$ cat config.mk
export PLATFORM = sky130hd
export DESIGN_NAME = signdet_vote
export DESIGN_NICKNAME = d
export VERILOG_FILES = /design/src/rtl/signdet_vote.sv
export SDC_FILE = /design/constraint.sdc
export NUM_CORES = 1
export LEC_CHECK = 0
export ABC_AREA = 0
export CAP_MARGIN = 20
export CORE_ASPECT_RATIO = 1.25
export CORE_UTILIZATION = 34
export CTS_CLUSTER_SIZE = 40
export DETAILED_ROUTE_END_ITERATION = 10
export DONT_BUFFER_PORTS = 1
export GPL_ROUTABILITY_DRIVEN = 0
export PLACE_DENSITY = 0.58
export SYNTH_ARGS = -nofsm -noshare
export SYNTH_HDL_FRONTEND = slang
export SYNTH_SLANG_ARGS = --single-unit
$ cat constraint.sdc
create_clock -name clk -period 8.3 [get_ports clk]
set_input_delay 1.66 -clock clk [delete_from_list [all_inputs] [get_ports clk]]
set_output_delay 1.66 -clock clk [all_outputs]
set_load 0.1 [all_outputs]
$ cat src/rtl/signdet_vote.sv
// Gesture vote filter: per-frame class tags feed a circular history whose per-class counts pick a stable gesture.
// Optional SIGNDET_VOTE_HOLD_EN keeps the previous gesture when no class reaches MIN_VOTES.
module signdet_vote #(
  parameter int NUM_CLASS = 10,
  parameter int HIST_LEN  = 8,
  parameter int MIN_VOTES = 5
) (
  input  logic        clk,
  input  logic        reset,
  input  logic        i_init,
  input  logic        i_validp,
  input  logic [15:0] i_diff,
  input  logic [3:0]  i_max_idx,
  input  logic [15:0] i_thresh,
  output logic [3:0]  o_gesture,
  output logic [3:0]  o_votes,
  output logic        o_donep,
  output logic        o_changep,
  output logic        o_overflow
);

  localparam int PW = (HIST_LEN > 1) ? $clog2(HIST_LEN) : 1;
  localparam logic [3:0] NC   = 4'(NUM_CLASS);
  localparam logic [3:0] MV   = 4'(MIN_VOTES);
  localparam logic [3:0] NONE = 4'hF;

  typedef enum logic [1:0] {IDLE, UPDATE, SCAN, DECIDE} state_t;

  state_t state, state_nx;

  logic [3:0]    hist [HIST_LEN];
  logic [PW-1:0] wptr;
  logic [3:0]    cnt [16];
  logic [3:0]    cur_tag, pend_tag;
  logic          pend_vld;
  logic [3:0]    scan_idx, rd_cnt;
  logic [3:0]    best_cls, best_cnt;
  logic [3:0]    fin_cls, fin_cnt;
  logic [3:0]    new_gest, new_votes;
  logic [3:0]    tag_in, evict;
  logic          clr;

  assign clr    = reset | i_init;
  assign evict  = hist[wptr];
  assign tag_in = (i_max_idx < NC && i_diff >= i_thresh) ? i_max_idx : NONE;

  always_ff @(posedge clk) begin
    if (reset) state <= IDLE;
    else       state <= state_nx;
  end

  always_comb begin
    state_nx = state;
    if (i_init) begin
      state_nx = IDLE;
    end else begin
      unique case (state)
        IDLE:    if (i_validp) state_nx = UPDATE;
        UPDATE:  state_nx = SCAN;
        SCAN:    if (scan_idx == NC) state_nx = DECIDE;
        DECIDE:  state_nx = (pend_vld | i_validp) ? UPDATE : IDLE;
        default: state_nx = IDLE;
      endcase
    end
  end

  // Counter reads are registered, so class k is compared one cycle after it is visited.
  always_comb begin
    fin_cls = best_cls;
    fin_cnt = best_cnt;
    if (scan_idx != 4'd0 && rd_cnt > best_cnt) begin
      fin_cls = scan_idx - 4'd1;
      fin_cnt = rd_cnt;
    end
  end

  always_comb begin
    new_gest  = fin_cls;
    new_votes = fin_cnt;
    if (fin_cnt < MV) begin
`ifdef SIGNDET_VOTE_HOLD_EN
      new_gest  = o_gesture;
      new_votes = (o_gesture == NONE) ? 4'd0 : cnt[o_gesture];
`else
      new_gest  = NONE;
      new_votes = 4'd0;
`endif
    end
  end

  always_ff @(posedge clk) begin
    if (clr) begin
      for (int i = 0; i < HIST_LEN; i++) hist[i] <= NONE;
      for (int c = 0; c < 16; c++) cnt[c] <= 4'd0;
      wptr       <= '0;
      cur_tag    <= NONE;
      pend_tag   <= NONE;
      pend_vld   <= 1'b0;
      scan_idx   <= 4'd0;
      rd_cnt     <= 4'd0;
      best_cls   <= NONE;
      best_cnt   <= 4'd0;
      o_gesture  <= NONE;
      o_votes    <= 4'd0;
      o_donep    <= 1'b0;
      o_changep  <= 1'b0;
      o_overflow <= 1'b0;
    end else begin
      o_donep   <= 1'b0;
      o_changep <= 1'b0;
      unique case (state)
        IDLE: begin
          if (i_validp) cur_tag <= tag_in;
        end
        UPDATE: begin
          hist[wptr] <= cur_tag;
          wptr       <= wptr + 1'b1;
          for (int c = 0; c < NUM_CLASS; c++)
            cnt[c] <= cnt[c] - {3'b0, evict == 4'(c)}
                             + {3'b0, cur_tag == 4'(c)};
          scan_idx <= 4'd0;
          best_cls <= NONE;
          best_cnt <= 4'd0;
        end
        SCAN: begin
          rd_cnt   <= cnt[scan_idx];
          scan_idx <= scan_idx + 4'd1;
          best_cls <= fin_cls;
          best_cnt <= fin_cnt;
          if (scan_idx == NC) begin
            o_gesture <= new_gest;
            o_votes   <= new_votes;
            o_donep   <= 1'b1;
            o_changep <= (new_gest != o_gesture);
          end
        end
        DECIDE: begin
          if (pend_vld)      cur_tag <= pend_tag;
          else if (i_validp) cur_tag <= tag_in;
        end
        default: ;
      endcase
      // A frame arriving in DECIDE reuses the slot being drained.
      if (i_validp && state != IDLE) begin
        if (state == DECIDE) begin
          if (pend_vld) pend_tag <= tag_in;
        end else if (!pend_vld) begin
          pend_tag <= tag_in;
          pend_vld <= 1'b1;
        end else begin
          o_overflow <= 1'b1;
        end
      end else if (state == DECIDE) begin
        pend_vld <= 1'b0;
      end
    end
  end

endmodule
### Word-level counts from Yosys, hierarchy flattened

Memories as Yosys holds them, arrays and structs flattened. A register that Yosys moved wholly into a read port is not among the register bits.
Index checks and enable logic that the tools add are counted.

| storage, ports and cells | value |
|---|---|
| bits in registers | 37 |
| memory bits (writable) | 96 |
| input port bits | 40 |
| output and inout port bits | 11 |
| word-level logic and storage cells | 147 |
| memories kept | 2 |

| operators by class | value |
|---|---|
| $add $sub $neg | 23 |
| $lt $le $gt $ge | 4 |
| eq/ne operators | 28 |
| muxes and demuxes | 42 |
| bitwise operators | 15 |
| reductions and logical operators | 20 |

Memory list:

| name | words | width | read ports | clocked after Yosys merged registers in | wr ports | line | text |
|---|---|---|---|---|---|---|---|
| cnt | 16 | 4 | 11 | 1 | 16 | 33 | `logic [3:0] cnt [16];` |
| hist | 8 | 4 | 1 | 1 | 8 | 31 | `logic [3:0] hist [HIST_LEN];` |

Operators with widths:

| operator | count |
|---|---|
| $mux 4 | 21 |
| $add 4x1->4 | 10 |
| $sub 4x1->4 | 10 |
| $eq 4x3->1 const B | 8 |
| $pmux 4 s2 | 4 |
| $eq 4x4->1 const B | 5 |
| $eq 4x2->1 const B | 4 |
| $ge 16x16->1 | 1 |
| $or 1x1->1 | 12 |
| $mux 1 | 11 |
| $mux 3 | 3 |
| $eq 4x1->1 const B | 2 |
| $logic_not 4->1 | 2 |
| $ne 2x2->1 const B | 4 |
| $pmux 2 s4 | 1 |
| $reduce_bool 2->1 | 4 |
| $reduce_and 2->1 | 3 |
| $reduce_and 3->1 | 2 |
| $add 4x1->4 const B | 1 |
| $eq 2x2->1 const B | 2 |
| $gt 4x4->1 | 1 |
| $lt 4x3->1 const B | 1 |
| $lt 4x4->1 const B | 1 |
| $mux 2 | 2 |
| 12 further kinds | 17 |

### Depth between registers and ports, before layout

| logic depth | value |
|---|---|
| word-level depth | 6 |
| gate-level depth with buffers | 12 |
| mapped depth without buffers | 11 |

### Worst setup path before layout

OpenSTA, ideal clock, no wires.

| timing path | value |
|---|---|
| path kind | in2reg |
| start point | input i_diff[0] |
| end point | register pend_tag[0] |
| library setup time | 0.081 ns |
| arrival time | 3.187 ns |
| required time | 8.219 ns |
| setup slack | 5.033 ns |
| stages | 8 |
| path buffers | 0 |
| path through | inv_1 -> ha_1 -> nand2b_1 -> a21o_1 -> a21o_1 -> a21o_1 -> a2111o_1 -> a41oi_1 |

| between the ends | value |
|---|---|
| word-level cells in the longest chain between the ends | 5 |
| elaborated cells between the ends (all ways) | 6 |
| classes of those cells | 1 x order compare; 4 x mux; 1 x reduce/logical |

Ends and longest elaborated chain:

| item | line | text |
|---|---|---|
| start: declaration | 12 | `input logic [15:0] i_diff,` |
| $ge 16x16->1 * | 45 | `assign tag_in = (i_max_idx < NC && i_diff >= i_thresh) ? i_max_idx : NONE;` |
| $logic_and 1x1->1 * | 45 |  |
| $mux 4 * | 45 |  |
| $mux 4 (on tied branches) | 147, 146 |  |
| $mux 4 * | 145 | `if (state == DECIDE) begin` |
| end signal: assignment | 146 | `if (pend_vld) pend_tag <= tag_in;` |
| end signal: assignment | 148 | `pend_tag <= tag_in;` |
| end: declaration | 34 | `logic [3:0] cur_tag, pend_tag;` |

Every way passes the cells marked *; elsewhere a longest branch is shown, timed or not. The select of a mux whose other input is x is not followed.
A chain may end at the register's enable or synchronous reset.

==> results by group <==
CTS
  – Clk sinks: 116
  – Worst-Skew Late Latency: 0.42 ns
  – H-tree depth: 4
  – CTS clock-pin slew for the worst setup and hold paths: 0.06 ns
  – Total CTS buffers: 17
  – CTS tree: done
  – Clock Path Buffers: 2
  – Hold Buf Count CTS: 0
  – Setup Buffers After CTS: 0
  – Root buffer cell: clkbuf_16
  – Post-CTS sizing: 0

Pwr
  – P_leak: 3.168 nW
  – Sequential power share: 0.429
  – Pint: 1.139 mW
  – Part of the power in combinational logic: 0.084
  – Pwr Total: 1.490 mW
  – Maximum vdd drop: 131.9 uV
  – Sw Pwr: 0.3517 mW
  – Net switching fraction of the power: 0.2360
  – PD cells: 175.7 nW/um^2
  – Clock power frac: 0.487

Global route
  – Vias in the first global route: 5376
  – First-pass GRT wire length: 26.83 mm
  – GRT Total Usage: 0.1513
  – Initial antenna violation count: 0
  – Largest net degree at the start of global routing: 41
  – Grt ovf: 0

Drt
  – DRT Pass-1 Iters: 4
  – Final WL: 15.94 mm
  – 1st-iter DRT viols: 292
  – Via count: approximately 5300
  – Via density: 5.025
  – Antenna-violating nets left: 0
  – Routed WL per cell: 15.02 um
  – Residual DRC count: 0

Synth
  – Post-synth EDFFs: 72
  – Synth Cell Area: 7590 sq um
  – Synthesis warning total: 0
  – Post-synth top flop: edfxtp_1
  – Sequential cell area fraction in the yosys report: 0.4009
  – Ys async rst share: 0
  – Synthesized net count: 892
  – Count of state elements after synthesis: approximately 120
  – Netlist cell types: between 50 and 60
  – Mapped Avg Cell Area: approximately 9.8 sq um
  – Gate Count Post-Synth: between 700 and 800

Setup path
  – Crit end category: register
  – Slowest CP cell: nand2_1
  – CP Cell Sequence: nor2_2 > buf_4 > nand2_1 > nor2_1 > and3_1 > nand2b_1
  – Worst path max stage delay: 0.49 ns
  – WP data required: 8.42 ns
  – Worst Path Buf+Inv: 1
  – Critical Path Source Type: primary input
  – Crit path DAT: 3.46 ns
  – Kind of critical path: primary input to register
  – Crit path max fanout: 32
  – Critical path's top delay family: simple AND/OR/NAND/NOR gates

STA
  – Min cycle time layout: 3.340 ns
  – Max-Slew Margin vs Limit: 0.2800
  – Slew Viols, Final: 0
  – Final period util: 0.4025
  – Clock skew: between 0.007 and 0.008 ns
  – Maximum operating frequency: roughly 300 MHz
  – WHS: roughly 0.5 ns
  – Worst slew pin tran: ~1.1 ns
  – TNS Setup: 0 ns
  – Final Setup Violations: 0
  – Final hold violation count: 0
  – Unrepaired setup endpoints after global routing: false

Die
  – Chip height: 169.0 um
  – Core Rows: 60
  – Core area: 21700 sq um
  – Ports: 51
  – Die area: 22930 sq um
  – Starting Density: 0.3498
  – Die Wd: 135.6 um

Final layout
  – Layout cells sized above 1: 0.1189
  – Leading cell type in the layout, fill and taps excluded: inv_1
  – Synth-to-Final Area Change: 11.75%
  – Nets: 889
  – ANT cells: 0
  – Commonest non-fill, non-tap cells in the layout: inv_1, nor2_1, edfxtp_1, ha_1, a21oi_1

Worst hold path
  – Hold crit path type: register to register

Placement
  – Port bufs: 0
  – HPWL Detailed: between 10 and 15 mm

Flow run
  – Max-Cap Viols: 0

Outcome
  – Status: finished clean
==> final timing paths <==
check / startpoint / cells after the start / slack, ns / end
min reg2reg: best_cnt[1]$_SDFFE_PP0P_ / 2 / 0.49 / best_cnt[1]$_SDFFE_PP0P_
max reg2reg: register / 11 / 5.04 / cnt[4][2]$_SDFFCE_PN0P_
min: best_cnt[1]$_SDFFE_PP0P_ / 2 / 0.49 / best_cnt[1]$_SDFFE_PP0P_
max: i_init / 6 / 4.96 / hist[3][3]$_SDFFCE_PN1P_
==> tightest hold or removal path, cell delays in order (launching register included) <==
cell	delay, ns
dfxtp_1	0.33
nand2_1	0.06
a21oi_1	0.05
==> logic make-up after synthesis <==
logic type      after synthesis  synth area share
buf+inv                     124           0.06231
xor+xnor                     34           0.03923
compound gates              125            0.1077
flops                       116            0.4009
simple gates                253            0.1670
mux                          39           0.07979
fa+ha+maj                    81            0.1431
==> cell type report <==
class	count	area [sq um]
sequential	116	3043
clock inverter	12	126.4
multi-input combinational	532	4078
tap	279	349.1
fill	2125	13210
inverter	92	345.3
clock buffer	20	457.9
timing repair buffer	10	82.58
==> routing by layer <==
layer / global-route usage / vias up / routed length, um
li1: - / 2678 / -
met1: 0.1817 / 2562 / 7172
met2: 0.2620 / 76 / 8077
met3: 0.03055 / 16 / 408
met4: 0.05911 / 0 / 282
met5: 0 / - / 0
==> Yosys cell counts, drive strengths merged (19+ instances only) <==
library cell | number | area (sq um)
nand2 | 38 | 142.6
clkbuf | 23 | 86.33
ha | 70 | 875.8
a21oi | 46 | 234.0
or2 | 30 | 187.7
nor2 | 85 | 319.1
xor2 | 22 | 192.7
dfxtp | 44 | 880.8
inv | 92 | 345.3
nand2b | 21 | 131.4
edfxtp | 72 | 2162
o21ai | 19 | 106.4
mux2i | 20 | 200.2
==> sequential cells by signal, indices dropped and copies added, names as in the netlist, named ones only <==
| signal | count |
|---|---|
| best_cls | 4 |
| best_cnt | 4 |
| cnt | 40 |
| cur_tag | 4 |
| hist | 32 |
| o_changep | 1 |
| o_donep | 1 |
| o_gesture | 4 |
| o_overflow | 1 |
| o_votes | 4 |
| pend_tag | 4 |
| pend_vld | 1 |
| rd_cnt | 4 |
| scan_idx | 4 |
| state | 2 |
| wptr | 3 |
==> metrics by stage <==
step           area [sq um]  instances  setup slack, ns  utilization
2_1_floorplan          7590        772            5.033            -
3_3_place_gp           7883       1028            4.076       0.3633
3_5_place_dp           7898       1029            4.478       0.3640
4_1_cts                8482       1061            4.914       0.3909
5_1_grt                8482       1061            4.759       0.3909
6_report               8482       1061            4.960       0.3909
==> power groups by stage <==
stage / clock [mW] / sequential, mW / combinational (mW)
detailed placement: 0 / 0.652 / 0.126
global route: 0.768 / 0.642 / 0.145
CTS: 0.737 / 0.640 / 0.128
finish: 0.726 / 0.639 / 0.125
global placement: 0 / 0.651 / 0.125
floorplan: 0 / 0.648 / 0.0986
Power figures use the tool's default switching activity.
==> RTL edit, RTL diff (config.mk and constraints unchanged) <==
Add a define of `SIGNDET_VOTE_HOLD_EN`.
--- a/src/rtl/signdet_vote.sv
+++ b/src/rtl/signdet_vote.sv
@@ -1,5 +1,7 @@
 // Gesture vote filter: per-frame class tags feed a circular history whose per-class counts pick a stable gesture.
 // Optional SIGNDET_VOTE_HOLD_EN keeps the previous gesture when no class reaches MIN_VOTES.
+`define SIGNDET_VOTE_HOLD_EN
+
 module signdet_vote #(
   parameter int NUM_CLASS = 10,
   parameter int HIST_LEN  = 8,
Check against the original RTL: no difference found for any inputs over 10 cycles, from zero or initial values; that may be too few to reach the edited logic, so the function may still have changed.
==> RTL edit against the unedited design <==
The run now ends with design-rule violations left; total power grew 2.7%; sequential share of layout area shrank 0.27 points; clock skew grew 0.0054 ns; critical path type is now reg -> reg; synthesized area grew 4.4%; sequential cell count grew 4; via count grew 3.6%; design area grew 3.4%; clock power grew 2.9%; wire length grew 9.6%; non-clock buffer count shrank 2; setup slack gained 0.14 ns; largest cell class unchanged; hold slack lost 0.015 ns.
==> RTL edit: results (changes against the unedited design) <==
- Status: complete, but fails checks (was finished clean)
- Failing checks: design-rule violations
- DRC: 2 (was 0)
- Relative slew slack: 22.83% (was 28.00%)
- Yosys cell types: 65 (was 59)
- Worst hold start: pend_tag[2]$_SDFFE_PP1P_ (was best_cnt[1]$_SDFFE_PP0P_)
- Layout Skew: 0.01278 ns (was 0.007350 ns)
- Initial detailed-routing violation count: 288 (was 292)
- Syn nets: 906 (was 892)
- Area of the core: 22960 um2 (was 21700 um2)
- Vias in the first global route: 5558 (was 5376)
- Mean post-synth cell area: 10.08 um2 (was 9.831 um2)
- First-pass GRT wire length: 28860 um (was 26830 um)
- Crit-path max FO: 8 (was 32)
- Largest stage delay, worst path: 0.64 ns (was 0.49 ns)
- Arr. time, crit path: 3.36 ns (was 3.46 ns)
- Drt wl/cell: 16.19 um (was 15.02 um)
- TritonRoute pass-1 iters: 10 (was 4)
- Nets@finish: 898 (was 889)
- Sequential fraction of the synthesis area: 39.41% (was 40.09%)
- Filler cells: 2280 (was 2125)
- Most frequent cells after synthesis: 90 x inv_1, 81 x nor2_1, 72 x edfxtp_1 (was 92 x inv_1, 85 x nor2_1, 72 x edfxtp_1)
- Pleak: 3.355 nW (was 3.168 nW)
- Vias: 5524 (was 5332)
- DP Cell Count: 1047 (was 1029)
- Share of cells above drive strength 1: 13.27% (was 11.89%)
- Top cells by area, synth: edfxtp_1 27%, dfxtp_1 12%, ha_1 11% (was edfxtp_1 28%, dfxtp_1 12%, ha_1 12%)
- Vias/cell: 5.120 (was 5.025)
==> RTL edit: cell count changes after synthesis, sizes merged, moves of 7 or more <==
cell | unedited run | this run
a22oi | 0 | 8
mux2i | 20 | 29
a21oi | 46 | 37
o21ai | 19 | 26
nor2b | 14 | 6
==> RTL edit: worst paths after layout <==
path              slack [ns]                       end
setup / recovery        5.10   cnt[0][2]$_SDFFCE_PN0P_
setup reg to reg        5.10   cnt[0][2]$_SDFFCE_PN0P_
hold reg to reg         0.47  pend_tag[2]$_SDFFE_PP1P_
hold / removal          0.47  pend_tag[2]$_SDFFE_PP1P_
==> RTL edit: through the flow <==
step,hold WS (ns),worst slack [ns],instance area [um2]
final,0.4748,5.101,8772
after global routing,0.4981,4.841,8772
after CTS,0.4790,5.034,8772
after detailed placement,0.4645,5.017,8175
after global placement,0.4575,5.045,8175
after floorplan,0.4412,5.236,7925
==> RTL edit: layer usage <==
layer	vias to the layer above	part of all wire (%)	GRT usage, %
met3	30	3.8	3.046
li1	2752	-	-
met4	0	2.3	6.273
met2	123	50	27.05
met1	2619	44	18.47
met5	-	0	0
==> RTL edit: cells by family (layout without fill, tap and decap cells) <==
| logic type | count (synthesis) | in the layout | share of synthesized area (%) |
|---|---|---|---|
| XOR/XNOR | 36 | 36 | 3.978 |
| flip-flops | 120 | 120 | 39.41 |
| multiplexers | 55 | 55 | 10.48 |
| AND/OR/NAND/NOR | 232 | 232 | 14.30 |
| buffers and inverters | 126 | 131 | 6.505 |
| AO/OA/AOI/OAI | 137 | 137 | 11.75 |
| adder cells (fa/ha/maj) | 80 | 80 | 13.58 |
==> RTL edit: where the power goes <==
part,switching (mW),total (mW),internal [mW]
clock network,0.287,0.747,0.460
registers,0.0176,0.662,0.645
logic,0.0683,0.122,0.0537
==> RTL edit: final cells by class <==
cell class / instances / area share, %
inverter: 91 / 3.894
tap: 288 / 4.108
multi-input combinational: 540 / 48.91
clock buffer: 19 / 5.163
clock inverter: 13 / 1.640
timing repair buffer: 8 / 0.6846
sequential: 120 / 35.60
==> RTL edit: worst max-delay path: cells and delay by family (launching register included) <==
family                   cells  cell delay, ns
buffers and inverters        2            0.12
AND/OR/NAND/NOR              3            0.38
XOR/XNOR                     1            0.16
adder cells (fa/ha/maj)      3            0.80
multiplexers                 2            0.84
flip-flops                   1            0.64
